## src/rtl/rv32i_pkg.sv

```systemverilog
// Shared constants and types for the IF/ID stall/flush control slice.
package rv32i_pkg;

  localparam logic [31:0] NOP      = 32'h0000_0013;
  localparam logic [31:0] RESET_PC = 32'h0000_0000;
  localparam logic [31:0] PC_STEP  = 32'h0000_0004;

  localparam logic [1:0] ST_RUN   = 2'd0;
  localparam logic [1:0] ST_STALL = 2'd1;
  localparam logic [1:0] ST_FLUSH = 2'd2;

  typedef struct packed {
    logic [31:0] instr;
    logic [31:0] pc;
    logic        valid;
  } if_id_t;

  // Redirect targets are word aligned; the low two address bits are dropped.
  function automatic logic [31:0] align_pc(input logic [31:0] addr);
    return {addr[31:2], 2'b00};
  endfunction

endpackage

```

## src/rtl/sat_counter.sv

```systemverilog
// Saturating up-counter with synchronous active-high reset.
module sat_counter #(
  parameter int WIDTH = 16
) (
  input  logic             ip_clk,
  input  logic             ip_reset,
  input  logic             ip_inc,
  output logic [WIDTH-1:0] op_count
);

  logic [WIDTH-1:0] r_count;
  logic [WIDTH-1:0] w_count_next;

  always_comb begin
    w_count_next = r_count;
    if (ip_inc && (r_count != {WIDTH{1'b1}})) begin
      w_count_next = r_count + {{(WIDTH-1){1'b0}}, 1'b1};
    end else begin
      w_count_next = r_count;
    end
  end

  always_ff @(posedge ip_clk) begin
    if (ip_reset) begin
      r_count <= {WIDTH{1'b0}};
    end else begin
      r_count <= w_count_next;
    end
  end

  assign op_count = r_count;

endmodule

```

## src/rtl/if_id_stall_control.sv

```systemverilog
// Fetch-side control: PC, IF/ID register, stall/flush FSM and event counters.
module if_id_stall_control
  import rv32i_pkg::*;
(
  input  logic        ip_clk,
  input  logic        ip_reset,
  input  logic        ip_Hazard_Stall,
  input  logic        ip_PC_Hold,
  input  logic        ip_Branch_Taken,
  input  logic [31:0] ip_Branch_Target,
  input  logic        ip_IMem_Ready,
  input  logic [31:0] ip_IMem_Data,
  output logic [31:0] op_PC,
  output logic [31:0] op_IF_ID_Instr,
  output logic [31:0] op_IF_ID_PC,
  output logic        op_IF_ID_Valid,
  output logic        op_ID_EX_Bubble,
  output logic [1:0]  op_State,
  output logic [15:0] op_Stall_Count,
  output logic [15:0] op_Flush_Count
);

  logic [31:0] r_pc;
  if_id_t      r_if_id;
  logic [1:0]  r_state;

  logic        w_hold;
  logic        w_redirect;
  logic [31:0] w_pc_next;
  if_id_t      w_if_id_next;
  logic [1:0]  w_state_next;

  // A hazard stall masks any branch resolved in the same cycle.
  assign w_hold     = ip_Hazard_Stall | ip_PC_Hold | ~ip_IMem_Ready;
  assign w_redirect = ip_Branch_Taken & ~ip_Hazard_Stall;

  always_comb begin
    w_pc_next = r_pc;
    if (w_redirect) begin
      w_pc_next = align_pc(ip_Branch_Target);
    end else if (w_hold) begin
      w_pc_next = r_pc;
    end else begin
      w_pc_next = r_pc + PC_STEP;
    end
  end

  always_comb begin
    w_if_id_next = r_if_id;
    if (ip_Hazard_Stall) begin
      w_if_id_next = r_if_id;
    end else if (w_redirect || !ip_IMem_Ready) begin
      w_if_id_next = '{instr: NOP, pc: r_pc, valid: 1'b0};
    end else begin
      w_if_id_next = '{instr: ip_IMem_Data, pc: r_pc, valid: 1'b1};
    end
  end

  // FLUSH lasts one cycle and then follows the RUN rules.
  always_comb begin
    w_state_next = ST_RUN;
    case (r_state)
      ST_RUN, ST_FLUSH: begin
        if (w_redirect) begin
          w_state_next = ST_FLUSH;
        end else if (ip_Hazard_Stall) begin
          w_state_next = ST_STALL;
        end else begin
          w_state_next = ST_RUN;
        end
      end
      ST_STALL: begin
        if (ip_Hazard_Stall) begin
          w_state_next = ST_STALL;
        end else if (w_redirect) begin
          w_state_next = ST_FLUSH;
        end else begin
          w_state_next = ST_RUN;
        end
      end
      default: begin
        w_state_next = ST_RUN;
      end
    endcase
  end

  always_ff @(posedge ip_clk) begin
    if (ip_reset) begin
      r_pc    <= RESET_PC;
      r_if_id <= '{instr: NOP, pc: 32'h0000_0000, valid: 1'b0};
      r_state <= ST_RUN;
    end else begin
      r_pc    <= w_pc_next;
      r_if_id <= w_if_id_next;
      r_state <= w_state_next;
    end
  end

  sat_counter #(.WIDTH(16)) u_stall_cnt (
    .ip_clk   (ip_clk),
    .ip_reset (ip_reset),
    .ip_inc   (ip_Hazard_Stall),
    .op_count (op_Stall_Count)
  );

  sat_counter #(.WIDTH(16)) u_flush_cnt (
    .ip_clk   (ip_clk),
    .ip_reset (ip_reset),
    .ip_inc   (w_redirect),
    .op_count (op_Flush_Count)
  );

  assign op_PC           = r_pc;
  assign op_IF_ID_Instr  = r_if_id.instr;
  assign op_IF_ID_PC     = r_if_id.pc;
  assign op_IF_ID_Valid  = r_if_id.valid;
  assign op_State        = r_state;
  // Bubble must react in the same cycle as the stall, so it is not registered.
  assign op_ID_EX_Bubble = ip_reset | ip_Hazard_Stall;

endmodule

```

## config.mk

```make
export PLATFORM = sky130hd
export DESIGN_NAME = if_id_stall_control
export DESIGN_NICKNAME = d
export VERILOG_FILES = /design/src/rtl/rv32i_pkg.sv /design/src/rtl/sat_counter.sv /design/src/rtl/if_id_stall_control.sv
export SDC_FILE = /design/constraint.sdc
export NUM_CORES = 1
export LEC_CHECK = 0
export ABC_AREA = 1
export BUFFER_PORTS_ARGS = -buffer_cell sky130_fd_sc_hd__buf_2
export CORE_UTILIZATION = 46
export DETAILED_ROUTE_END_ITERATION = 10
export PLACE_DENSITY = 0.73
export SETUP_SLACK_MARGIN = 0.1
export SLEW_MARGIN = 20
export SYNTH_ARGS = -nofsm -noshare
export SYNTH_HDL_FRONTEND = slang
export SYNTH_SLANG_ARGS = --single-unit
```

## constraint.sdc

```tcl
create_clock -name ip_clk -period 1.9 [get_ports ip_clk]
set_input_delay 0.38 -clock ip_clk [delete_from_list [all_inputs] [get_ports ip_clk]]
set_output_delay 0.38 -clock ip_clk [all_outputs]
set_load 0.05 [all_outputs]
```

; ---- Word level (Yosys, flattened, before mapping)
; Cells that the tools add are included.
[word_totals]
reg_bits = 131
input_bits = 70
out_inout_bits = 132
[classes]
addsub = 3
eq_ne = 5
mux = 8
bitwise_logic = 6
reduce_logical = 7
[op_table]
columns = cell, n
row1 = 2-to-1 mux 65 bit, 1
row2 = 2-to-1 mux 32 bit, 2
row3 = "adder 16 x 1 -> 16 bit, second input constant", 2
row4 = "adder 32 x 3 -> 32 bit, second input constant", 1
row5 = "!= test 16 bit, second input constant", 2
row6 = 2-to-1 mux 2 bit, 3
row7 = one-hot mux 2 bit (2 select lines), 1
row8 = OR reduction 2 bit, 2
row9 = OR 1 bit, 3
row10 = "equality test 2 x 1 -> 1 bit, second input constant", 1
row11 = "equality test 2 bit, second input constant", 1
row12 = logical AND 1 bit, 2
row13 = zero test 2 bit, 1
row14 = "!= test 2 x 1 -> 1 bit, second input constant", 1
row15 = inverter 1 bit, 2
row16 = bitwise AND 1 bit, 1
row17 = zero test 1 bit, 1
row18 = logical OR 1 bit, 1
row19 = 2-to-1 mux 1 bit, 1

; ---- Longest topological paths before layout
; Gate-level depths: netlist of run 1.
[logic_depth]
word_depth = 5
mapped_depth = 10

; ---- Cells and area by module
; Synthesis of run 1 repeated with hierarchy kept, for this count alone.
[hier_totals]
cells_unflattened = 924
hier_area_um2 = 6291.0
[by_module_without_submodules]
columns = mod, instances, cells_per_inst, area_each_um2, seq_area_each_um2
row1 = if_id_stall_control, 1, 626, 4431.8, 1901.8
row2 = sat_counter, 2, 149, 929.6, 320.3

; ---- Worst setup path after synthesis of run 1
; No wires, ideal clock.
[synth_path]
path_kind = reg-to-reg
startpoint = register u_stall_cnt.r_count[0], in the netlist u_stall_cnt.op_count[0]
endpoint = register u_stall_cnt.r_count[6], in the netlist u_stall_cnt.op_count[6]
arrival_ps = 1831
setup_slack_ps = -62
path_stages_with_launch = 10
period_less_slack_ps = 1962
path_cell_list = dfxtp_1 ha_1 nand3_2 nor3_2 nand3_2 nand2_4 inv_4 buf_6 nand2_1 a21oi_2
[synth_via]
elab_chain_cells = 2
[synth_rtl]
columns = element, line_no
row1 = from (decl), sat_counter.sv:11  ; logic [WIDTH-1:0] r_count;
row2 = from (signal assigned), sat_counter.sv:25  ; r_count <= {WIDTH{1'b0}};
row3 = from (signal assigned), sat_counter.sv:27  ; r_count <= w_count_next;
row4 = branches (longest 2 deep; another with adder 16 x 1 -> 16 bit), --
; Parallel ways; which one is timed is not known.
; A chain may end at the register's enable or synchronous reset.

; ---- Worst setup path after layout of run 1
[layout_path]
startpoint = register u_stall_cnt.r_count[0], in the netlist u_stall_cnt.op_count[0]
endpoint = register u_stall_cnt.r_count[0], in the netlist u_stall_cnt.op_count[0]
; The elaborated chain is that of the path after synthesis.

==> out/results.tsv, run 1 <==
stage	metric	value	unit
logic_synthesis	Yosys top cell area share	0.411	
routing	Antenna Nets Post-Route	0	
logic_synthesis	Post-Synthesis Cell Area	6190	um2
logic_synthesis	Post-synth EDFFs	0	
sta	worst hold slack	176	ps
floorplanning	DIE AREA	13900	um2
finish	diode count	0	
clock_tree	Root Driver	clkbuf_16	
logic_synthesis	Synth Flop Type	dfxtp_1	
global_route	vias in the first global route	6018	
status	status	finished, final reports clean	
finish	P&R area growth vs syn	27.8	%
critical_path	CP most frequent cell	nand3_2	
critical_path	CP Cell Sequence	ha_1 > nand3_2 > nor3_2 > nand3_2 > nand2_8 > inv_4 > o21ai_0 > a21oi_1	
floorplanning	row count	42	
critical_path	crit start category	flop	
sta	crit path time final	1670	ps
worst_hold_path	Hold Crit Class	in -> reg	
logic_synthesis	Ys Warns	0	
global_route	initial antenna violation count	0	
logic_synthesis	Mapped Cells	903	
finish	share of cells above drive strength 1	0.250	
sta	fmax	599	MHz
finish	most frequent cells in the layout	nand2_1 (215), buf_2 (195), dfxtp_1 (120)	
critical_path	Crit Path Max Fanout	18	
logic_synthesis	post-synth top area cell	dfxtp_1	
routing	TritonRoute pass-1 iters	5	
sta	clk_skew	6.41	ps
logic_synthesis	number of synthesized register bits	127	
clock_tree	Clock Latency Late Sink	410	ps
placed_design	IO buf count	195	
clock_tree	CTS sink cnt	127	
floorplanning	core box area	13200	um2
clock_tree	CTS tree	built	
sta	RSZ-0062 raised after global routing	false	
routing	Residual DRC	0	
clock_tree	setup bufs post-CTS	0	
critical_path	r2r startpoint	u_stall_cnt.op_count[0]	
critical_path	WP buf/inv	1	
critical_path	worst endpoint data arrival time	1970	ps
sta	Setup-failing EPs final	0	
logic_synthesis	Synth async-reset ratio	0	
clock_tree	clk slew on worst S/H paths	60	ps
power	PD cells	860	nW/um2
logic_synthesis	Unique masters post-synth	35	
sta	max-slew violations	0	
critical_path	Largest stage delay, worst path	370	ps
sta	final clock period utilization by the worst path	0.879	
global_route	largest net degree at the start of global routing	46	
clock_tree	Max Buffers Root-to-Sink	2	
clock_tree	hold_buf cts	0	
critical_path	crit path from	u_stall_cnt.op_count[0]	
routing	Vias	6547	
placed_design	gpl congestion	0.877	
floorplanning	Starting Density	0.469	
critical_path	CP Capture Type	flop	
logic_synthesis	Synth area leaders	dfxtp_1 (41%), nand2_1 (13%), nand3_1 (8.1%)	
finish	layout net count	1171	
routing	Routed WL	17900	um
critical_path	WP data required	2200	ps
placed_design	DPL Wire Length	12800	um
routing	WL/cell	13.9	um
power	peak supply drop	0.560	mV
logic_synthesis	Avg Cell Area, Syn	6.86	um2
power	Pleak	0.00345	uW
run	max-cap check violation count	0	
clock_tree	CTS buffer count	17	
critical_path	class of the most critical setup path	reg -> reg	
critical_path	Slowest-stage cell, CP	dfxtp_2	
floorplanning	die height	118	um
routing	vias per cell	5.09	
worst_hold_path	min-delay src	ip_IMem_Data[0]	
finish	non-filler cells, final	1286	
sta	setup TNS	0	ps
global_route	Overall Global Routing Usage	0.264	
finish	Final Cell Area	7910	um2
placed_design	cell count after placement	1255	
global_route	GRT overflow	0	
critical_path	crit-path leading delay family	simple AND/OR/NAND/NOR gates	
floorplanning	I/O Pins	202	
routing	DR iter-0 viols	483	
finish	commonest non-fill, non-tap cell in the layout	nand2_1	
sta	Least-Margin Pin Slew	518	ps
sta	Hold Fails Final Rpt	0	
floorplanning	die span in x	118	um
finish	Final Core Density	0.600	
sta	Rel. slew slack	0.655	
clock_tree	H-tree depth	4	
placed_design	Placement Cell Area	7340	um2
global_route	first-pass GRT wire length	29500	um
logic_synthesis	sequential area share after synthesis	0.411	
-- per-layer routing --
layer,vias up,part of all wire,GRT usage
li1,3319,-,-
met2,207,0.45,0.418
met1,3003,0.46,0.345
met4,0,0.012,0.0865
met3,18,0.071,0.0727
met5,-,0,0
-- final timing paths --
kind	to	cells past startpoint	slack (ps)
setup / recovery	u_stall_cnt.op_count[0]	8	230
hold / removal	op_IF_ID_Instr[0]	3	180
setup reg to reg	u_stall_cnt.op_count[0]	8	230
hold reg to reg	op_IF_ID_PC[17]	2	460
-- Yosys cell counts, types with 8 or more instances --
cell / number
buf_2: 8
nand3_1: 100
a21oi_1: 64
xnor2_1: 8
dfxtp_1: 127
inv_1: 92
nand2_1: 215
nand4_1: 8
nor2_1: 79
nor3_1: 24
xor2_1: 18
o21ai_0: 79
clkbuf_1: 21
-- where the power goes --
group	switching, uW	internal, uW	total (uW)
clock	1180	1910	3090
combinational	648	224	872
sequential	88.8	2750	2840
total	1920	4880	6800
-- layout make-up --
class                   instances  area (um2)
flip-flops and latches        127        2550
inverters                      98         373
repair buffers                215        1140
fillers                      1299        5280
well taps                     176         220
clock buffers                  19         433
clock inverters                12         121
multi-input cells             639        3070
-- stage by stage --
step / total power [uW] / setup WS, ps
4_1_cts: 6840 / 180
6_report: 6800 / 230
5_1_grt: 7070 / 109
3_5_place_dp: 3770 / 124
2_1_floorplan: 3510 / 139
3_3_place_gp: 3760 / 175
-- kinds of logic after synthesis --
| kind of cell | after synthesis | share of synthesized area |
|---|---|---|
| AOI/OAI and AO/OA | 159 | 0.134 |
| xor gates and xnor gates | 26 | 0.0368 |
| adders and majority gates | 3 | 0.00606 |
| buffers and inverters | 140 | 0.0976 |
| DFF | 127 | 0.411 |
| other | 1 | 0.000606 |
| and+or+nand+nor | 447 | 0.314 |
-- flip-flops by register name, summed over array words and instances (netlist names) --
register	flops
op_IF_ID_Instr	32
op_IF_ID_PC	30
op_PC	30
u_flush_cnt.op_count	16
u_stall_cnt.op_count	16
op_State	2
op_IF_ID_Valid	1
-- repair_timing --
item / in CTS / in global routing
endpoints found under the hold margin: 0 / 0
setup endpoints to repair: 0 / 9
resized for setup: 0 / 5
-- tightest hold or removal path, cell delays in order --
cell	delay [ps]
buf_2	70
o22ai_1	60
inv_1	50
Power figures use the tool's default switching activity.
==> run 2, diff against run 1 <==
- CORE_ASPECT_RATIO: unset -> 1.75
==> out/results.tsv, run 2 (synthesis gave the netlist of run 1 again) <==
stage	metric	value	unit	change
global_route	initial antenna violation count	0		unchanged
routing	Residual DRC	0		unchanged
critical_path	CP Capture Type	flop		unchanged
power	Pleak	0.00353	uW	was 0.00345 uW
global_route	vias in the first global route	6225		was 6018
routing	WL/cell	14.3	um	was 13.9 um
sta	Setup-failing EPs final	0		unchanged
floorplanning	Starting Density	0.476		was 0.469
clock_tree	hold_buf cts	0		unchanged
critical_path	Crit Path Max Fanout	9		was 18
floorplanning	die height	155	um	was 118 um
run	max-cap check violation count	0		unchanged
sta	crit path time final	1660	ps	was 1670 ps
power	PD cells	870	nW/um2	was 860 nW/um2
power	peak supply drop	0.858	mV	was 0.560 mV
finish	most frequent cells in the layout	nand2_1 (215), buf_2 (195), dfxtp_1 (121)		was nand2_1 (215), buf_2 (195), dfxtp_1 (120)
placed_design	gpl congestion	0.933		was 0.877
finish	Final Core Density	0.615		was 0.600
global_route	Overall Global Routing Usage	0.271		was 0.264
floorplanning	I/O Pins	202		unchanged
finish	commonest non-fill, non-tap cell in the layout	nand2_1		unchanged
critical_path	worst endpoint data arrival time	2000	ps	was 1970 ps
floorplanning	row count	55		was 42
finish	layout net count	1179		was 1171
sta	max-slew violations	0		unchanged
placed_design	Placement Cell Area	7360	um2	was 7340 um2
placed_design	DPL Wire Length	13500	um	was 12800 um
finish	Final Cell Area	8000	um2	was 7910 um2
sta	Hold Fails Final Rpt	0		unchanged
routing	Routed WL	18400	um	was 17900 um
worst_hold_path	hold path cells	3		unchanged
sta	Rel. slew slack	0.632		was 0.655
sta	Least-Margin Pin Slew	553	ps	was 518 ps
sta	clk_skew	16.0	ps	was 6.41 ps
floorplanning	die span in x	89.7	um	was 118 um
critical_path	WP data required	2250	ps	was 2200 ps
finish	max reg flops	32		unchanged
sta	final clock period utilization by the worst path	0.873		was 0.879
status	status	finished, final reports clean		unchanged
clock_tree	Max Buffers Root-to-Sink	2		unchanged
sta	fmax	603	MHz	was 599 MHz
worst_hold_path	Hold Crit Class	in -> reg		unchanged
routing	TritonRoute pass-1 iters	5		unchanged
floorplanning	core box area	13000	um2	was 13200 um2
global_route	GRT overflow	0		unchanged
clock_tree	Clock Latency Late Sink	430	ps	was 410 ps
clock_tree	CTS buffer count	17		unchanged
finish	P&R area growth vs syn	29.1	%	was 27.8%
sta	setup TNS	0	ps	unchanged
finish	share of cells above drive strength 1	0.256		was 0.250
clock_tree	clk slew on worst S/H paths	70	ps	was 60 ps
sta	RSZ-0062 raised after global routing	false		unchanged
finish	diode count	0		unchanged
global_route	first-pass GRT wire length	29200	um	was 29500 um
critical_path	Worst R2R Path Depth	8		unchanged
critical_path	class of the most critical setup path	reg -> reg		unchanged
clock_tree	H-tree depth	4		unchanged
critical_path	crit start category	flop		unchanged
clock_tree	CTS tree	built		unchanged
routing	Vias	6563		was 6547
clock_tree	CTS sink cnt	127		unchanged
routing	Antenna Nets Post-Route	0		unchanged
floorplanning	DIE AREA	13900	um2	about the same
placed_design	IO buf count	195		unchanged
clock_tree	Root Driver	clkbuf_16		unchanged
global_route	largest net degree at the start of global routing	80		was 46
routing	vias per cell	5.09		about the same
routing	DR iter-0 viols	255		was 483
-- run 2: through the flow --
step           power [uW]  hold WS (ps)  cells  setup WS [ps]
6_report             6950           158   1290            240
5_1_grt              7190           153   1290            106
4_1_cts              6990           153   1286            117
3_5_place_dp         3780           455   1254            129
3_3_place_gp         3780           451   1254            193
2_1_floorplan        3510           503    906            139
-- run 2: final timing paths --
path / start / end / slack, ps
setup / recovery: u_flush_cnt.op_count[0] / u_flush_cnt.op_count[11] / 240
hold / removal: ip_IMem_Data[0] / op_IF_ID_Instr[0] / 160
setup reg to reg: u_flush_cnt.op_count[0] / u_flush_cnt.op_count[11] / 240
hold reg to reg: op_IF_ID_PC[14] / op_IF_ID_PC[14] / 460
-- run 2: area by class of cell --
cell class                      instances  area [um2]
Fill cell                            1281        5010
Inverter                               98         373
Clock inverter                         15         161
Tap cell                              171         214
Multi-Input combinational cell        639        3070
Timing Repair Buffer                  223        1200
Clock buffer                           17         425
Sequential cell                       127        2550
-- run 2: metal layers --
metal,track usage,part of all wire,up-vias
met5,0,0,-
met3,0.0668,0.059,37
met4,0.131,0.029,0
met2,0.490,0.53,206
met1,0.282,0.38,2990
li1,-,-,3330
-- run 2: repair_timing --
action / in CTS / in global routing
buffers inserted: 0 / 4
setup endpoints to repair: 0 / 15
gates resized for setup: 0 / 3
-- run 2: power breakdown --
part | total (uW) | switching (uW) | internal, uW
Clock | 3220 | 1460 | 1770
Combinational | 900 | 663 | 237
Sequential | 2830 | 80.3 | 2750
-- run 2: critical path, stage by stage (launching register included) --
cell     delay, ps
dfxtp_2        360
ha_1           230
nand2_1        110
nor2_2         150
nand4_1        150
nand2_2        190
buf_4          190
nand2_1         60
a21oi_1        130
